### src/rtl/fft_iter_sequencer.sv
// fft_iter_sequencer
//   Run-level control for the iterative radix-2 FFT core. It walks LAYERS x
//   BUTTERFLYES butterflies. Before each work-RAM write-back it waits RD_LAT
//   cycles for the RAM read data. It also arbitrates input-RAM ownership
//   between the host and the engine.
//
// Ports
//   CLK         clock, rising edge
//   RST         synchronous active-high reset
//   EN          clock enable; low freezes state and masks the strobes
//   START       run request, honoured in IDLE only
//   i_HOST_REQ  host asks for input-RAM write access
//   o_HOST_GNT  host owns the input RAM (engine idle)
//   BUSY        run in progress
//   DONE        one-cycle pulse after the final write-back
//   LAY_EN      advance the address generators to the next layer
//   ADDR_EN     advance the butterfly/twiddle address generators
//   Wr          work-RAM write strobe
//   FIRST       layer 0 in progress (butterfly reads the input RAM)
//   o_LAYER     current layer index
//   o_BUTT      current butterfly index within the layer
//
// state  | meaning
// -------+-----------------------------------------------------------
// S_IDLE | engine idle, host may own input RAM, waiting for START
// S_RD   | addresses issued, waiting RD_LAT cycles for read data
// S_WR   | write-back of one butterfly, advance counters
// S_FIN  | run complete, DONE pulse, counters cleared on exit

module fft_iter_sequencer #(
  parameter int LAYERS      = 5,
  parameter int BUTTERFLYES = 16,
  parameter int LayWL       = 3,
  parameter int ButtWL      = 4,
  parameter int RD_LAT      = 1
) (
  input  logic              CLK,
  input  logic              RST,
  input  logic              EN,
  input  logic              START,
  input  logic              i_HOST_REQ,
  output logic              o_HOST_GNT,
  output logic              BUSY,
  output logic              DONE,
  output logic              LAY_EN,
  output logic              ADDR_EN,
  output logic              Wr,
  output logic              FIRST,
  output logic [LayWL-1:0]  o_LAYER,
  output logic [ButtWL-1:0] o_BUTT
);

  localparam int RdWL = (RD_LAT > 1) ? $clog2(RD_LAT) : 1;
  localparam logic [RdWL-1:0]   RD_LAST   = RdWL'(RD_LAT - 1);
  localparam logic [LayWL-1:0]  LAY_LAST  = LayWL'(LAYERS - 1);
  localparam logic [ButtWL-1:0] BUTT_LAST = ButtWL'(BUTTERFLYES - 1);

  typedef enum logic [1:0] {S_IDLE, S_RD, S_WR, S_FIN} state_e;

  state_e            state_q, state_d;
  logic [LayWL-1:0]  layer_q, layer_d;
  logic [ButtWL-1:0] butt_q, butt_d;
  logic [RdWL-1:0]   rd_cnt_q, rd_cnt_d;
  logic              start_pend_q, start_pend_d;

  always_ff @(posedge CLK) begin
    if (RST) begin
      state_q      <= S_IDLE;
      layer_q      <= '0;
      butt_q       <= '0;
      rd_cnt_q     <= '0;
      start_pend_q <= 1'b0;
    end else begin
      state_q      <= state_d;
      layer_q      <= layer_d;
      butt_q       <= butt_d;
      rd_cnt_q     <= rd_cnt_d;
      start_pend_q <= start_pend_d;
    end
  end

  // Every state transition is qualified by EN, so a low EN holds the whole
  // state. The strobes are ANDed with EN so that a frozen WR or FIN cycle
  // fires exactly once, after EN returns.
  always_comb begin
    state_d      = state_q;
    layer_d      = layer_q;
    butt_d       = butt_q;
    rd_cnt_d     = rd_cnt_q;
    start_pend_d = start_pend_q;
    o_HOST_GNT   = 1'b0;
    BUSY         = 1'b0;
    DONE         = 1'b0;
    LAY_EN       = 1'b0;
    ADDR_EN      = 1'b0;
    Wr           = 1'b0;

    case (state_q)
      S_IDLE: begin
        o_HOST_GNT = i_HOST_REQ;
        if (EN) begin
          if (i_HOST_REQ) begin
            // Host holds the input RAM: remember the request, launch on release.
            if (START) start_pend_d = 1'b1;
          end else if (START || start_pend_q) begin
            state_d      = S_RD;
            start_pend_d = 1'b0;
            layer_d      = '0;
            butt_d       = '0;
            rd_cnt_d     = '0;
          end
        end
      end

      S_RD: begin
        BUSY = 1'b1;
        if (EN) begin
          if (rd_cnt_q == RD_LAST) begin
            state_d  = S_WR;
            rd_cnt_d = '0;
          end else begin
            rd_cnt_d = rd_cnt_q + 1'b1;
          end
        end
      end

      S_WR: begin
        BUSY    = 1'b1;
        Wr      = EN;
        ADDR_EN = EN;
        if (butt_q == BUTT_LAST) begin
          LAY_EN = EN;
          if (EN) begin
            butt_d = '0;
            if (layer_q == LAY_LAST) begin
              state_d = S_FIN;
            end else begin
              layer_d = layer_q + 1'b1;
              state_d = S_RD;
            end
          end
        end else if (EN) begin
          butt_d  = butt_q + 1'b1;
          state_d = S_RD;
        end
      end

      S_FIN: begin
        DONE = EN;
        if (EN) begin
          state_d = S_IDLE;
          layer_d = '0;
          butt_d  = '0;
        end
      end

      default: state_d = S_IDLE;
    endcase
  end

  assign FIRST   = BUSY && (layer_q == '0);
  assign o_LAYER = layer_q;
  assign o_BUTT  = butt_q;

endmodule
### config.mk
export PLATFORM = sky130hd
export DESIGN_NAME = fft_iter_sequencer
export DESIGN_NICKNAME = d
export VERILOG_FILES = /design/src/rtl/fft_iter_sequencer.sv
export SDC_FILE = /design/constraint.sdc
export NUM_CORES = 1
export LEC_CHECK = 0
export CAP_MARGIN = 20
export CORE_UTILIZATION = 44
export CTS_BUF_LIST = sky130_fd_sc_hd__clkbuf_4 sky130_fd_sc_hd__clkbuf_8
export DETAILED_ROUTE_END_ITERATION = 12
export PLACE_DENSITY = 0.72
export SYNTH_ARGS = -nofsm -noshare
export SYNTH_HDL_FRONTEND = slang
export SYNTH_SLANG_ARGS = --single-unit
### constraint.sdc
create_clock -name CLK -period 2.53 [get_ports CLK]
set_clock_uncertainty 0.05 [all_clocks]
set_input_delay 0.759 -clock CLK [delete_from_list [all_inputs] [get_ports CLK]]
set_output_delay 0.759 -clock CLK [all_outputs]
set_load 0.005 [all_outputs]
==> run metrics, run 1 <==
status finished, final reports clean; EDFF count, synth 0; Bufs and invs on worst path 2; core area 1730 sq um; Clock Root Buffer clkbuf_4; total track usage around 22%; Slew HR roughly 73%; Synth Warn # 0; Tcrit/Tclk final between 90% and 100%; CTS tree done; initial antenna violation count 0; Critical Path Fanout Max 5; Crit path required time 1.72 ns; clk_lat worst skew 0.27 ns; Final Hold Fails 0; deepest clock path buffer count 2; hold crit path type reg -> reg; Synth area leaders dfxtp_1 (25%), ha_1 (14%), inv_1 (4.2%); Vias per Instance between 5 and 6; Clock transition at path regs roughly 0.070 ns; post-DR wirelength/cell around 13 um; ys async rst share 0%; final hold slack between 0.4 and 0.5 ns; Combinational Power Share between 40% and 50%; Setup Crit Path Kind reg -> out; layout cells sized above 1 a little under a quarter; ANT cells 0; Placed Area around 1100 sq um; delay of the slowest cell on the worst path roughly 0.5 ns; CTS Buf Count 3; CP max-delay cell clkdlybuf4s50_1; # DRC 0; crit path launch type flop; post-DP HPWL approximately 1.4 mm; DIE HEIGHT approximately 45 um; CP Cell Sequence inv_2, ha_4, and3_1, clkdlybuf4s50_1; Switching Power approximately 160 uW; # clock sinks 10; clock share of power 22.8%; Area growth, synth to finish 38.9%; Int Power between 300 and 400 uW; Final Wtd Congestion around 0.81; RSZ-0062 raised after global routing false; cell area after layout 1120 sq um; count of state elements after synthesis 10; min cycle time layout 2.43 ns; CP top delay family buffers and inverters; Nets 140; WL final around 2.0 mm; final cell count without fillers 149; WP data arrival roughly 1.6 ns; Synth area leader dfxtp_1; post-synth cell types 37; Fill cells about 170; Fmax about 410 MHz; Post-Synthesis Cells 97; max_cap viols 0; Slew @ Worst Pin roughly 0.40 ns; DP Cell Count around 150; Syn Nets about 110; commonest register cell after synthesis dfxtp_1; FP Rows 15; CP endpoint kind output pin; Worst VDD drop 305 uV; register share of total power 35.8%; H-tree levels 1; total die area about 2000 sq um; Switching Fraction around a third; vias in the first global route around 740; antenna-violating nets left 0; part of the Yosys area used for sequential elements between 20% and 30%; first drt pass iteration count 4; largest net degree at the start of global routing 13; Post-synth top cells dfxtp_1 (10), ha_1 (9), inv_1 (9); PnR Total Power 493 uW; Starting Density around 47%; Post-CTS Setup Bufs 0; Cell Area, Synth between 800 and 900 sq um; Mean Syn Cell Area between 8 and 9 sq um; pwr dens 441 nW/um^2; Die Wd ~45 um; Lkg Pwr about 0.00044 uW; Final Setup Violations 0; total global routing overflow 0; Yosys top cell area share between 20% and 30%; PortBufs 18; Slew Limit Fails 0; most numerous cell in the Yosys netlist dfxtp_1; first-pass GRT wire length ~3.2 mm; Vias just over 800; Iteration-0 DRC Markers 11; num ports 19
## layout by cell type, fill, tap and decap left out, types with 3 or more instances in the layout
cell type,instances
dfxtp_1,6
ha_1,8
a21o_1,3
dfxtp_2,3
or4_1,4
o31ai_1,4
buf_4,13
nor2_1,6
a21oi_1,3
clkdlybuf4s50_1,16
inv_2,3
a211oi_1,4
clkbuf_4,3
nand2_1,5
inv_1,7
## per-layer routing
layer  vias to the layer above  part of all wire, %  track usage [%]
met5                         -                    0                0
met4                         0                 0.71             5.45
met3                         2                  5.0             3.60
met2                        29                   46             35.6
met1                       374                   48             29.1
li1                        413                    -                -
## per-stage QoR
step / setup WS [ns] / utilization (%) / setup TNS [ns]
global route: 0.0220 / 64.6 / 0
CTS: 0.0126 / 64.1 / 0
floorplan: 0.450 / - / 0
global placement: -0.261 / 62.5 / -1.43
detailed placement: -0.266 / 62.5 / -1.57
finish: 0.0955 / 64.6 / 0
## power by group through the flow
stage	Combinational [uW]	Sequential, uW	Clock (uW)
3_5_place_dp	196	177	0
4_1_cts	196	175	114
5_1_grt	224	177	123
3_3_place_gp	189	177	0
2_1_floorplan	113	175	0
6_report	204	176	112
## kinds of logic (layout without fill, tap and decap cells)
kind of cell / after synthesis / after routing / synth area share, %
compound gates: 26 / 26 / 25.5
fa+ha+maj: 9 / 9 / 14.0
buf+inv: 17 / 44 / 8.72
flops: 10 / 10 / 24.9
mux: 2 / 2 / 2.49
simple gates: 33 / 33 / 24.3
## worst reg2reg max path, cell delays in order, from the launching register on
cell and delay (ns):
dfxtp_4 0.38, inv_2 0.07, ha_1 0.23, buf_4 0.18, or4_1 0.53, a22oi_2 0.20
a21oi_1 0.10, a211oi_1 0.20
## repair_timing
item	in CTS	in global routing
gates resized for setup	6	6
setup endpoints to repair	6	2
endpoints found under the hold margin	0	0
cloned	0	0
hold buffers	0	0
## worst paths after layout
path | startpoint | end | slack [ns] | cells past startpoint
max | state_q[1]$_SDFFE_PP0P_ | FIRST | 0.1 | 4
min | o_BUTT[0]$_SDFFE_PP0P_ | o_BUTT[0]$_SDFFE_PP0P_ | 0.46 | 2
max reg2reg | state_q[0]$_SDFFE_PP0P_ | state_q[1]$_SDFFE_PP0P_ | 0.51 | 7
min reg2reg | o_BUTT[0]$_SDFFE_PP0P_ | o_BUTT[0]$_SDFFE_PP0P_ | 0.46 | 2
## cell type report
class / count / area, sq um / share of cell area [%]
multi-input combinational: 70 / 546 / 48.9
timing repair buffer: 31 / 272 / 24.3
tap: 25 / 31.3 / 2.80
sequential: 10 / 208 / 18.6
inverter: 10 / 37.5 / 3.36
clock buffer: 3 / 22.5 / 2.02
## sequential cells by signal, summed over array words and instances, names as in the netlist
| name | flops |
|---|---|
| start_pend_q | 1 |
| state_q | 2 |
| o_BUTT | 4 |
| o_LAYER | 3 |
(Power assumes the default switching activity.)
==> inputs of run 2 (changes only) <==
--- a/config.mk
+++ b/config.mk
@@ -5,11 +5,12 @@
 export SDC_FILE = /design/constraint.sdc
 export NUM_CORES = 1
 export LEC_CHECK = 0
-export CAP_MARGIN = 20
-export CORE_UTILIZATION = 44
+export CAP_MARGIN = 0
+export CORE_MARGIN = 1
+export CORE_UTILIZATION = 51
 export CTS_BUF_LIST = sky130_fd_sc_hd__clkbuf_4 sky130_fd_sc_hd__clkbuf_8
 export DETAILED_ROUTE_END_ITERATION = 12
-export PLACE_DENSITY = 0.72
+export PLACE_DENSITY = 0.82
 export SYNTH_ARGS = -nofsm -noshare
 export SYNTH_HDL_FRONTEND = slang
 export SYNTH_SLANG_ARGS = --single-unit
==> run metrics, run 2 (synthesis results as in run 1) <==
status finished, final reports clean; Nets 141; largest net degree at the start of global routing 13; initial antenna violation count 0; Switching Fraction between 30% and 40%; Worst VDD drop roughly 310 uV; post-DR wirelength/cell roughly 14 um; Switching Power about 170 uW; Fmax 413 MHz; max FFs per register 4; CP top delay family buffers and inverters; Final Setup Violations 0; clk_lat worst skew 0.27 ns; min cycle time layout ~2.4 ns; Fill cells 83; deepest clock path buffer count 2; Int Power 327 uW; Bufs and invs on worst path 2; Setup Crit Path Kind in -> out; CP endpoint kind output pin; CP Cell Sequence clkdlybuf4s50_1, and2_1, dlygate4sd2_1; Tcrit/Tclk final 95.6%; total die area 1740 sq um; Lkg Pwr 0.000461 uW; Iteration-0 DRC Markers 28; commonest non-fill, non-tap cell in the layout clkdlybuf4s50_1; CTS tree done; Final Wtd Congestion 0.771; Vias per Instance roughly 6.2; Slew HR about 73%; register share of total power about 35%; Slew @ Worst Pin ~0.40 ns; RSZ-0062 raised after global routing false; Slew Limit Fails 0; layout cells sized above 1 21.6%; Storage cell area between 200 and 250 sq um; post-DP HPWL about 1.4 mm; PnR Total Power around 490 uW; H-tree levels 1; DIE HEIGHT 41.7 um; CP max-delay cell clkdlybuf4s50_1; # DRC 0; Area growth, synth to finish 37.4%; Critical Path Fanout Max 2; max_cap viols 0; # clock sinks 10; first drt pass iteration count 4; PortBufs 18; Final Hold Fails 0; Die Wd 41.7 um; antenna-violating nets left 0; Clock transition at path regs 0.07 ns; first-pass GRT wire length around 3.1 mm; ANT cells 0; vias in the first global route approximately 750; Crit path required time about 1.7 ns; Combinational Power Share between 40% and 50%; core area around 1400 sq um; total global routing overflow 0; Starting Density roughly three fifths; area taken by multi-input logic gates 533 sq um; WP data arrival 1.61 ns; final hold slack 0.451 ns; total track usage 23.1%; WL final approximately 1.9 mm; num ports 19; Vias between 800 and 900; Clock Root Buffer clkbuf_4; hold crit path type reg -> reg; FP Rows 13; crit path launch type primary input; most frequent cells in the layout clkdlybuf4s50_1 (15), buf_4 (14), ha_1 (9), inv_1 (8); pwr dens around 450 nW/um^2; delay of the slowest cell on the worst path approximately 0.49 ns; CTS Buf Count 3; clock share of power about a quarter
==> run 2: cell count changes in the layout (fill, tap and decap cells not counted), sizes merged <==
cell,previous run,this run
buf,13,14
clkdlybuf4s50,16,15
dlymetal6s2s,0,1
==> run 2: power groups by stage <==
stage	combinational, uW	clock (uW)	sequential, uW
2_1_floorplan	113	0	175
3_3_place_gp	194	0	177
3_5_place_dp	200	0	177
4_1_cts	199	119	174
5_1_grt	221	125	176
6_report	203	116	175
==> run 2: final cells by class <==
type | count | area share [%]
clock buffers | 3 | 2.04
flip-flops and latches | 10 | 19.0
multi-input cells | 70 | 48.3
well taps | 15 | 1.70
repair buffers | 32 | 25.5
inverters | 10 | 3.40
==> run 2: timing repair <==
action | in CTS | in global routing
setup buffers | 0 | 1
resized for setup | 5 | 7
hold buffers | 0 | 0
endpoints found under the setup margin | 6 | 4
==> run 2: metrics by stage <==
step	cell area (sq um)	utilization, %	setup slack, ns	setup TNS [ns]	cells
after floorplan	803	-	0.450	0	97
after global placement	1070	77.2	-0.263	-1.11	136
after detailed placement	1070	77.2	-0.286	-1.53	136
after CTS	1090	78.9	0.0112	0	139
after global routing	1100	79.8	0.00828	0	140
final	1100	79.8	0.111	0	140
==> run 2: layer usage <==
| metal | GRT usage (%) | part of all wire [%] |
|---|---|---|
| met1 | 29.8 | 43 |
| met2 | 35.9 | 47 |
| met3 | 3.91 | 8.4 |
| met4 | 13.5 | 1.4 |
| met5 | 0 | 0 |
==> run 2: path summary, 6_finish.rpt <==
| check | startpoint | to | slack [ns] | cells after the start |
|---|---|---|---|---|
| hold reg to reg | o_BUTT[1]$_SDFFE_PP0P_ | o_BUTT[1]$_SDFFE_PP0P_ | 0.45 | 2 |
| setup reg to reg | state_q[0]$_SDFFE_PP0P_ | state_q[1]$_SDFFE_PP0P_ | 0.52 | 7 |
| hold / removal | o_BUTT[1]$_SDFFE_PP0P_ | o_BUTT[1]$_SDFFE_PP0P_ | 0.45 | 2 |
| setup / recovery | i_HOST_REQ | o_HOST_GNT | 0.11 | 3 |
==> run 2: worst reg2reg max path, stage by stage (launching register included) <==
cell and delay, ns:
dfxtp_4 0.37, inv_1 0.08, ha_1 0.21, buf_4 0.17, or4_1 0.54, a22oi_2 0.21, a21oi_1 0.10, a211oi_1 0.19
==> inputs of run 3 (changes only) <==
--- a/config.mk
+++ b/config.mk
@@ -7,10 +7,11 @@
 export LEC_CHECK = 0
 export CAP_MARGIN = 0
 export CORE_MARGIN = 1
-export CORE_UTILIZATION = 51
+export CORE_UTILIZATION = 46
 export CTS_BUF_LIST = sky130_fd_sc_hd__clkbuf_4 sky130_fd_sc_hd__clkbuf_8
 export DETAILED_ROUTE_END_ITERATION = 12
-export PLACE_DENSITY = 0.82
+export HOLD_SLACK_MARGIN = 0.06
+export PLACE_DENSITY = 0.78
 export SYNTH_ARGS = -nofsm -noshare
 export SYNTH_HDL_FRONTEND = slang
 export SYNTH_SLANG_ARGS = --single-unit
==> constraint.sdc (replaced) <==
create_clock -name CLK -period 2.19 [get_ports CLK]
set_clock_uncertainty 0.05 [all_clocks]
set_input_delay 0.657 -clock CLK [delete_from_list [all_inputs] [get_ports CLK]]
set_output_delay 0.657 -clock CLK [all_outputs]
set_load 0.1 [all_outputs]
==> run metrics, run 3 (synthesis results as in run 1) <==
core area ~1600 sq um; Critical Path Fanout Max 5; Int Power 448 uW; total die area about 1900 sq um; CP endpoint kind output pin; first drt pass iteration count 8; register share of total power 25.5%; Die Wd roughly 44 um; PnR Total Power roughly 800 uW; CTS tree done; Switching Fraction between 40 and 50%; num ports 19; Final Hold Fails 0; vias in the first global route ~800; Final Wtd Congestion 0.768; post-DP HPWL 1.58 mm; Nets approximately 140; clk_lat worst skew just under 0.3 ns; hold crit path type reg -> reg; Vias 862; Bufs and invs on worst path 2; most frequent cells in the layout buf_4 (15), buf_12 (14), inv_1 (6), ha_1 (6); Clock Root Buffer clkbuf_4; total global routing overflow 0; min cycle time layout approximately 2.2 ns; Fill cells between 80 and 90; Vias per Instance about 6; largest net degree at the start of global routing 13; Storage cell area approximately 220 sq um; Lkg Pwr ~0.00052 uW; violated checks DRC, setup timing; Final WS setup -0.0103 ns; # DRC 1; clock share of power roughly 18%; Slew HR a little over two thirds; total track usage 25.8%; ANT cells 0; WL final between 2 and 2.5 mm; H-tree levels 1; Area growth, synth to finish 68.1%; Tcrit/Tclk final 100%; Slew Limit Fails 0; # clock sinks 10; crit path launch type flop; Iteration-0 DRC Markers 19; Final Setup Violations 1; pwr dens between 500 and 600 nW/um^2; PortBufs 18; first-pass GRT wire length ~3.7 mm; max_cap viols 0; Clock transition at path regs ~0.080 ns; initial antenna violation count 0; Combinational Power Share between 50 and 60%; CTS Buf Count 3; Starting Density slightly above 50%; FP Rows 14; Setup Crit Path Kind reg -> out; area taken by multi-input logic gates around 600 sq um; Worst VDD drop approximately 670 uV; CP top delay family flip-flops; delay of the slowest cell on the worst path slightly below 0.4 ns; setup tns final -0.0103 ns; antenna-violating nets left 0; Fmax between 400 and 500 MHz; Crit path required time between 1 and 1.5 ns; deepest clock path buffer count 2; post-DR wirelength/cell between 15 and 20 um; Switching Power between 300 and 400 uW; max FFs per register 4; CP Cell Sequence clkinvlp_4, ha_4, and3_4, buf_12; layout cells sized above 1 around 45%; commonest non-fill, non-tap cell in the layout buf_4; WP data arrival roughly 1.5 ns; CP max-delay cell dfxtp_4; DIE HEIGHT 43.8 um; Slew @ Worst Pin 0.445 ns; RSZ-0062 raised after global routing true; status complete, but fails checks
run 3: power by group through the flow:
stage / Clock [uW] / Sequential [uW] / Combinational (uW)
floorplan: 0 / 207 / 270
global placement: 0 / 203 / 402
detailed placement: 0 / 205 / 410
CTS: 143 / 201 / 416
global route: 156 / 206 / 473
finish: 145 / 205 / 454
run 3: worst paths after layout:
check | from | to | slack [ns] | depth (start not counted)
setup / recovery | state_q[0]$_SDFFE_PP0P_ | FIRST | -0.01 | 4
hold / removal | o_LAYER[1]$_SDFFE_PP0P_ | o_LAYER[1]$_SDFFE_PP0P_ | 0.47 | 2
setup reg to reg | state_q[0]$_SDFFE_PP0P_ | state_q[1]$_SDFFE_PP0P_ | 0.21 | 6
hold reg to reg | o_LAYER[1]$_SDFFE_PP0P_ | o_LAYER[1]$_SDFFE_PP0P_ | 0.47 | 2
run 3: layout make-up:
type	count	area share [%]
repair buffers	34	32.8
well taps	16	1.48
clock buffers	3	1.67
multi-input cells	70	44.3
inverters	10	3.34
clock inverters	1	0.278
flip-flops and latches	10	16.1
run 3: timing repair:
item,4_1_cts,5_1_grt
setup buffers,0,3
pin swaps,0,2
gates resized for setup,7,7
setup endpoints to repair,6,4
hold buffers,0,0
run 3: tightest hold or removal path: stages, from the launching register on:
cell      delay, ns
dfxtp_2        0.35
nand2b_1       0.07
mux2i_1        0.06
run 3: per-layer routing:
layer  GRT usage (%)  up-vias  share of wire [%]
met5               0        -                  0
met4            18.1        0                5.1
met3            3.33       11                4.4
met2            42.1       37                 49
met1            31.0      398                 41
li1                -      416                  -
run 3: through the flow:
step / area (sq um) / setup WS (ns) / util, % / hold WS (ns) / std cells
6_report: 1350 / -0.0103 / 85.6 / 0.465 / 144
5_1_grt: 1350 / -0.0441 / 85.6 / 0.472 / 144
4_1_cts: 1290 / -0.0181 / 82.1 / 0.465 / 141
3_5_place_dp: 1260 / -0.250 / 79.8 / 0.455 / 137
3_3_place_gp: 1260 / -0.222 / 79.8 / 0.447 / 137
2_1_floorplan: 890 / -0.169 / - / 0.462 / 97
